<file path="config.mk">
export PLATFORM = sky130hd
export DESIGN_NAME = rsid_alloc_table_flat
export DESIGN_NICKNAME = d
export VERILOG_FILES = /design/src/rtl/rsid_alloc_table_if.sv /design/src/rtl/rsid_alloc_table.sv /design/src/flat_wrapper.sv
export SDC_FILE = /design/constraint.sdc
export NUM_CORES = 1
export LEC_CHECK = 0
export CAP_MARGIN = 20
export CELL_PAD_IN_SITES_DETAIL_PLACEMENT = 1
export CELL_PAD_IN_SITES_GLOBAL_PLACEMENT = 1
export CORE_ASPECT_RATIO = 0.9
export CORE_MARGIN = 2
export CORE_UTILIZATION = 43
export DETAILED_ROUTE_END_ITERATION = 8
export MAX_ROUTING_LAYER = met4
export PLACE_DENSITY = 0.78
export SKIP_CTS_REPAIR_TIMING = 1
export SYNTH_ARGS = -nofsm -noshare
export SYNTH_HDL_FRONTEND = slang
export SYNTH_SLANG_ARGS = --single-unit
export TNS_END_PERCENT = 50
</file>
<file path="constraint.sdc">
create_clock -name clk -period 3.3 [get_ports clk]
set_clock_uncertainty 0.05 [all_clocks]
set_input_delay 0.33 -clock clk [delete_from_list [all_inputs] [get_ports clk]]
set_output_delay 0.33 -clock clk [all_outputs]
set_load 0.05 [all_outputs]
</file>
<file path="src/rtl/rsid_alloc_table_if.sv">
// Decode-side bundle for the RSID allocation table: allocation handshake,
// operand lookup ports, CDB retirement and flush.
interface rsid_alloc_table_if #(
  parameter int unsigned RSID_WIDTH = 4
);
  logic                  flush;
  logic                  alloc_req;
  logic                  alloc_ready;
  logic [RSID_WIDTH-1:0] alloc_rsid;
  logic                  alloc_wen;
  logic [4:0]            alloc_waddr;
  logic [4:0]            read_addr_1;
  logic [4:0]            read_addr_2;
  logic                  read_is_rsid_1;
  logic                  read_is_rsid_2;
  logic [RSID_WIDTH-1:0] read_rsid_1;
  logic [RSID_WIDTH-1:0] read_rsid_2;
  logic                  cdb_valid;
  logic [RSID_WIDTH-1:0] cdb_rsid;
  logic [RSID_WIDTH:0]   free_count;

  // Decode / issue logic side
  modport master (
    output flush, alloc_req, alloc_wen, alloc_waddr,
    output read_addr_1, read_addr_2, cdb_valid, cdb_rsid,
    input  alloc_ready, alloc_rsid, read_is_rsid_1, read_is_rsid_2,
    input  read_rsid_1, read_rsid_2, free_count
  );

  // Allocation table side
  modport slave (
    input  flush, alloc_req, alloc_wen, alloc_waddr,
    input  read_addr_1, read_addr_2, cdb_valid, cdb_rsid,
    output alloc_ready, alloc_rsid, read_is_rsid_1, read_is_rsid_2,
    output read_rsid_1, read_rsid_2, free_count
  );
endinterface

</file>
<file path="src/rtl/rsid_alloc_table.sv">
// RSID allocation table for the ID stage: circular free list of
// reservation-station tags plus a per-register {busy, tag} status table
// that tells the operand generator which sources are still in flight.
module rsid_alloc_table #(
  parameter int unsigned RSID_WIDTH = 4,
  parameter int unsigned REG_NUM    = 32
) (
  input logic              clk,
  input logic              rst,
  rsid_alloc_table_if.slave bus
);

  localparam int unsigned N = 2 ** RSID_WIDTH;
  localparam logic [RSID_WIDTH:0] FULL = (RSID_WIDTH + 1)'(N);

  typedef logic [RSID_WIDTH-1:0] rsid_t;

  // Free list storage and bookkeeping
  rsid_t               fifo [N];
  rsid_t               head;
  rsid_t               tail;
  logic [RSID_WIDTH:0] count;

  // Register status table
  logic [REG_NUM-1:0]  busy;
  rsid_t               tag [REG_NUM];

  // Qualified events for this cycle
  logic                fire;
  logic                rel;
  logic                wr;
  logic                clear;

  // Decode the cycle's events; a release into a full list is ignored entirely
  always_comb begin
    clear = rst || bus.flush;
    fire  = bus.alloc_req && (count != '0);
    rel   = bus.cdb_valid && (count != FULL);
    wr    = fire && bus.alloc_wen && (bus.alloc_waddr != '0);
  end

  // Free list: pop at head on fire, push released tag at tail
  always_ff @(posedge clk) begin
    if (clear) begin
      head  <= '0;
      tail  <= '0;
      count <= FULL;
      for (int unsigned i = 0; i < N; i++) begin
        fifo[i] <= rsid_t'(i);
      end
    end else begin
      if (fire) begin
        head <= head + 1'b1;
      end
      if (rel) begin
        fifo[tail] <= bus.cdb_rsid;
        tail       <= tail + 1'b1;
      end
      case ({fire, rel})
        2'b10:   count <= count - 1'b1;
        2'b01:   count <= count + 1'b1;
        default: count <= count;
      endcase
    end
  end

  // Status table: alloc write takes precedence over a same-cycle CDB clear
  always_ff @(posedge clk) begin
    for (int unsigned i = 0; i < REG_NUM; i++) begin
      if (clear) begin
        busy[i] <= 1'b0;
        tag[i]  <= '0;
      end else if (wr && (bus.alloc_waddr == 5'(i))) begin
        busy[i] <= 1'b1;
        tag[i]  <= fifo[head];
      end else if (rel && busy[i] && (tag[i] == bus.cdb_rsid)) begin
        busy[i] <= 1'b0;
      end
    end
  end

  // Operand lookups see only registered state (no same-cycle bypass)
  always_comb begin
    bus.read_is_rsid_1 = busy[bus.read_addr_1];
    bus.read_is_rsid_2 = busy[bus.read_addr_2];
    bus.read_rsid_1    = busy[bus.read_addr_1] ? tag[bus.read_addr_1] : '0;
    bus.read_rsid_2    = busy[bus.read_addr_2] ? tag[bus.read_addr_2] : '0;
  end

  // Allocation status
  always_comb begin
    bus.alloc_ready = (count != '0);
    bus.alloc_rsid  = fifo[head];
    bus.free_count  = count;
  end

endmodule

</file>
<file path="src/flat_wrapper.sv">
// flat-port wrapper written by rule: the top's interface ports become plain ports
module rsid_alloc_table_flat 
#(
  parameter int unsigned RSID_WIDTH = 4,
  parameter int unsigned REG_NUM    = 32
)
  (clk, rst, bus_flush, bus_alloc_req, bus_alloc_wen, bus_alloc_waddr, bus_read_addr_1, bus_read_addr_2, bus_cdb_valid, bus_cdb_rsid, bus_alloc_ready, bus_alloc_rsid, bus_read_is_rsid_1, bus_read_is_rsid_2, bus_read_rsid_1, bus_read_rsid_2, bus_free_count);
  rsid_alloc_table_if #(.RSID_WIDTH(RSID_WIDTH)) bus_i ();
  input logic clk;
  input logic rst;
  input wire logic [$bits(bus_i.flush)-1:0] bus_flush;
  input wire logic [$bits(bus_i.alloc_req)-1:0] bus_alloc_req;
  input wire logic [$bits(bus_i.alloc_wen)-1:0] bus_alloc_wen;
  input wire logic [$bits(bus_i.alloc_waddr)-1:0] bus_alloc_waddr;
  input wire logic [$bits(bus_i.read_addr_1)-1:0] bus_read_addr_1;
  input wire logic [$bits(bus_i.read_addr_2)-1:0] bus_read_addr_2;
  input wire logic [$bits(bus_i.cdb_valid)-1:0] bus_cdb_valid;
  input wire logic [$bits(bus_i.cdb_rsid)-1:0] bus_cdb_rsid;
  output wire logic [$bits(bus_i.alloc_ready)-1:0] bus_alloc_ready;
  output wire logic [$bits(bus_i.alloc_rsid)-1:0] bus_alloc_rsid;
  output wire logic [$bits(bus_i.read_is_rsid_1)-1:0] bus_read_is_rsid_1;
  output wire logic [$bits(bus_i.read_is_rsid_2)-1:0] bus_read_is_rsid_2;
  output wire logic [$bits(bus_i.read_rsid_1)-1:0] bus_read_rsid_1;
  output wire logic [$bits(bus_i.read_rsid_2)-1:0] bus_read_rsid_2;
  output wire logic [$bits(bus_i.free_count)-1:0] bus_free_count;
  assign bus_i.flush = bus_flush;
  assign bus_i.alloc_req = bus_alloc_req;
  assign bus_i.alloc_wen = bus_alloc_wen;
  assign bus_i.alloc_waddr = bus_alloc_waddr;
  assign bus_i.read_addr_1 = bus_read_addr_1;
  assign bus_i.read_addr_2 = bus_read_addr_2;
  assign bus_i.cdb_valid = bus_cdb_valid;
  assign bus_i.cdb_rsid = bus_cdb_rsid;
  assign bus_alloc_ready = bus_i.alloc_ready;
  assign bus_alloc_rsid = bus_i.alloc_rsid;
  assign bus_read_is_rsid_1 = bus_i.read_is_rsid_1;
  assign bus_read_is_rsid_2 = bus_i.read_is_rsid_2;
  assign bus_read_rsid_1 = bus_i.read_rsid_1;
  assign bus_read_rsid_2 = bus_i.read_rsid_2;
  assign bus_free_count = bus_i.free_count;
  rsid_alloc_table #(.RSID_WIDTH(RSID_WIDTH), .REG_NUM(REG_NUM)) u_core (.clk(clk), .rst(rst), .bus(bus_i));
endmodule
</file>
==> qor.txt <==
area of the placeable core - 32900 µm²
Hold Crit Class - primary input to register
number of vias per cell after detailed routing - 6.41
io pins - 45
main combinational cell family by area after synthesis - multiplexers
power per cell area - 517 nW/µm²
fraction of registers with async set/reset - 0
number of synthesis warnings - 0
placed wire-length estimate after detailed placement - 34800 µm
effective utilization at floorplan - 0.435
unrepaired setup endpoints after global routing - no
sequential standard cell area - 6750 µm²
die area - 34700 µm²
die extent in x - 196 µm
synthesized area - 14300 µm²
area growth from synthesis to final layout - 13.5%
fraction of synthesized area in multiplexers - 0.170
highest clock frequency the design can meet - 314 MHz
cts bufs inserted - 26
count of flip-flops with a built-in enable after synthesis - 192
slowest cell on the critical path - mux4_1
maximum level of the CTS H-tree - 1
share of Yosys cell area claimed by the top area cell type - 0.403
Routed WL - 48000 µm
clock latency on the worst-skew pair - 0.55 ns
total power consumption of the routed design - 0.00839 W
area taken by multi-input logic gates - 6900 µm²
global routing usage summed across all routing layers - 0.286
worst-margin pin slew - 0.993 ns
largest net degree at the start of global routing - 55
compound-cell area share of the yosys netlist - 0.0759
Placer Congestion - 0.933
worst vdd rail ir drop - 561 µV
detailed-route wire length per cell - 28.0 µm
kind of critical path - register to primary output
average cell area after synthesis - 11.6 µm²
arithmetic-cell share of the synthesized area counting full adders, half adders and majority gates - 0.00928
final-layout worst hold slack - 0.411 ns
post-route cell area - 16200 µm²
antenna violations before repair - 4
status - completed
count of filler cells inserted in the layout - 3402
arrival time reported for the critical path endpoint - 2.80 ns
count of state elements after synthesis - 241
number of search-and-repair iterations in the first detailed-routing pass - 6
iteration-0 DRC count of the detailed router - 1388
commonest non-fill, non-tap cell in the layout - edfxtp_1
wire length of the first global-routing pass - 72100 µm
area post-placement - 15300 µm²
Worst path top cell family by delay - multiplexers
final-report hold violation count - 0
biggest area contributors in the synthesized netlist - edfxtp_1 (40%), xnor2_1 (7.9%), mux4_2 (6.9%)
synth unique cells - 50
instance count of the mapped netlist - 1230
number of sinks on the clock net - 241
post-route insts no fill - 1712
via count - 11000
shortest period the worst path allows - 3.18 ns
Clock Tree Buf Depth - 3
most frequent cells in the layout - edfxtp_1 (192), xnor2_1 (129), nand2_1 (104), nor2_1 (98)
clock root buffer - clkbuf_16
post-layout utilization of the core - 0.494
XOR/XNOR share of the synthesized area - 0.0846
Reg clk slew, reported paths - 0.07 ns
maximum fanout count along the critical path - 10
final-report max-slew violation count - 0
Overflow after GRT - 0
endpoint type of the worst setup path - primary output
Max stage delay on crit path - 0.66 ns
setup-violating endpoint count in the final report - 0
number of nets with antenna violations after routing - 0
CTS tree - done
residual DRC count - 0
number of rows in the core area - 63
share of cells above drive strength 1 - 0.166
Required @ worst endpoint - 2.92 ns
vias in the first global route - 11400
CP startpoint kind - register
CP Buf/Inv Count - 2
maxcap violations - 0
nets - 1303
count of port buffers added during placement - 44
Simple-Gate Fraction of Synth Area - 0.140
count of placed standard cells including taps - 1662
relative slew slack - 0.338
P_leak - 5.57 nW
largest area contributor in the netlist - edfxtp_1
part of the cycle the worst path needs - 0.964
height of the die - 177 µm
cell chain of the critical path - mux4_1 > mux2_2 > o21ai_4 > inv_1 > buf_4
sequential area share after synthesis - 0.472
prevailing post-synth register cell - edfxtp_1
final timing paths:
check                           slack [ns]                  endpoint                startpoint  depth (start not counted)
worst max-delay path                  0.12         bus_alloc_rsid[3]                  register                          5
worst min-delay path                  0.41  u_core.bus.free_count[4]                       rst                          3
worst max register to register        0.28  u_core.bus.free_count[4]  u_core.bus.free_count[0]                         11
worst min register to register        0.44            u_core.busy[0]            u_core.busy[0]                          2
report_power, final:
group	switching (W)	leakage [nW]	internal, W	total [W]
Combinational	0.00105	2.71	0.000627	0.00167
Clock	0.00125	0.457	0.00194	0.00319
Sequential	0.000140	2.41	0.00339	0.00353
Total	0.00244	5.57	0.00596	0.00839
per-stage QoR:
step	setup WS, ns	setup TNS [ns]
floorplan	0.266	0
global placement	0.0172	0
detailed placement	0.0307	0
CTS	-0.0965	-0.264
global route	0.0408	0
finish	0.119	0
cell usage after synthesis (10+ instances only):
cell      number
mux2i_1       76
o21ai_0       52
nor2_1        99
nor4_1        11
dfxtp_1       49
a21oi_1       29
o211ai_1      16
nand3_1       11
nand4_1       34
buf_6         19
mux4_1        22
clkbuf_1      42
a221oi_1      32
mux4_2        44
inv_1         10
nor3_1        76
edfxtp_1     192
nand2b_1      11
a21o_1        10
and2_1        14
or3_1         16
nand2_1      104
xnor2_1      129
buf_2         27
cell families after synthesis:
kind of cell	after synthesis
multiplexers	148
adder cells (fa/ha/maj)	10
other	1
AO/OA/AOI/OAI	161
XOR/XNOR	138
flip-flops	241
AND/OR/NAND/NOR	409
buffers and inverters	122
registers in the layout, indices dropped and copies added (netlist names), named ones only:
| signal | flops |
|---|---|
| u_core.fifo | 64 |
| u_core.tag | 128 |
| u_core.head | 4 |
| u_core.bus.free_count | 5 |
| u_core.busy | 32 |
| u_core.tail | 4 |
tightest hold or removal path, cell delays in order:
cell	delay, ns
clkdlybuf4s50_1	0.51
nor2_4	0.07
nand3_1	0.07
metal layers:
layer / routed length (µm) / vias to the layer above / global-route usage
li1: - / 4675 / -
met1: 19800 / 5637 / 0.375
met2: 22500 / 555 / 0.456
met3: 4120 / 111 / 0.0413
met4: 1580 / 0 / 0.103
met5: 0 / - / -
cell type report:
| class | count | share of cell area |
|---|---|---|
| Antenna cell | 2 | 0.000308 |
| Timing Repair Buffer | 112 | 0.0650 |
| Clock buffer | 35 | 0.0447 |
| Inverter | 17 | 0.00393 |
| Clock inverter | 13 | 0.0122 |
| Multi-Input combinational cell | 870 | 0.425 |
| Sequential cell | 241 | 0.416 |
| Tap cell | 422 | 0.0325 |
Power figures use the tool's default switching activity.
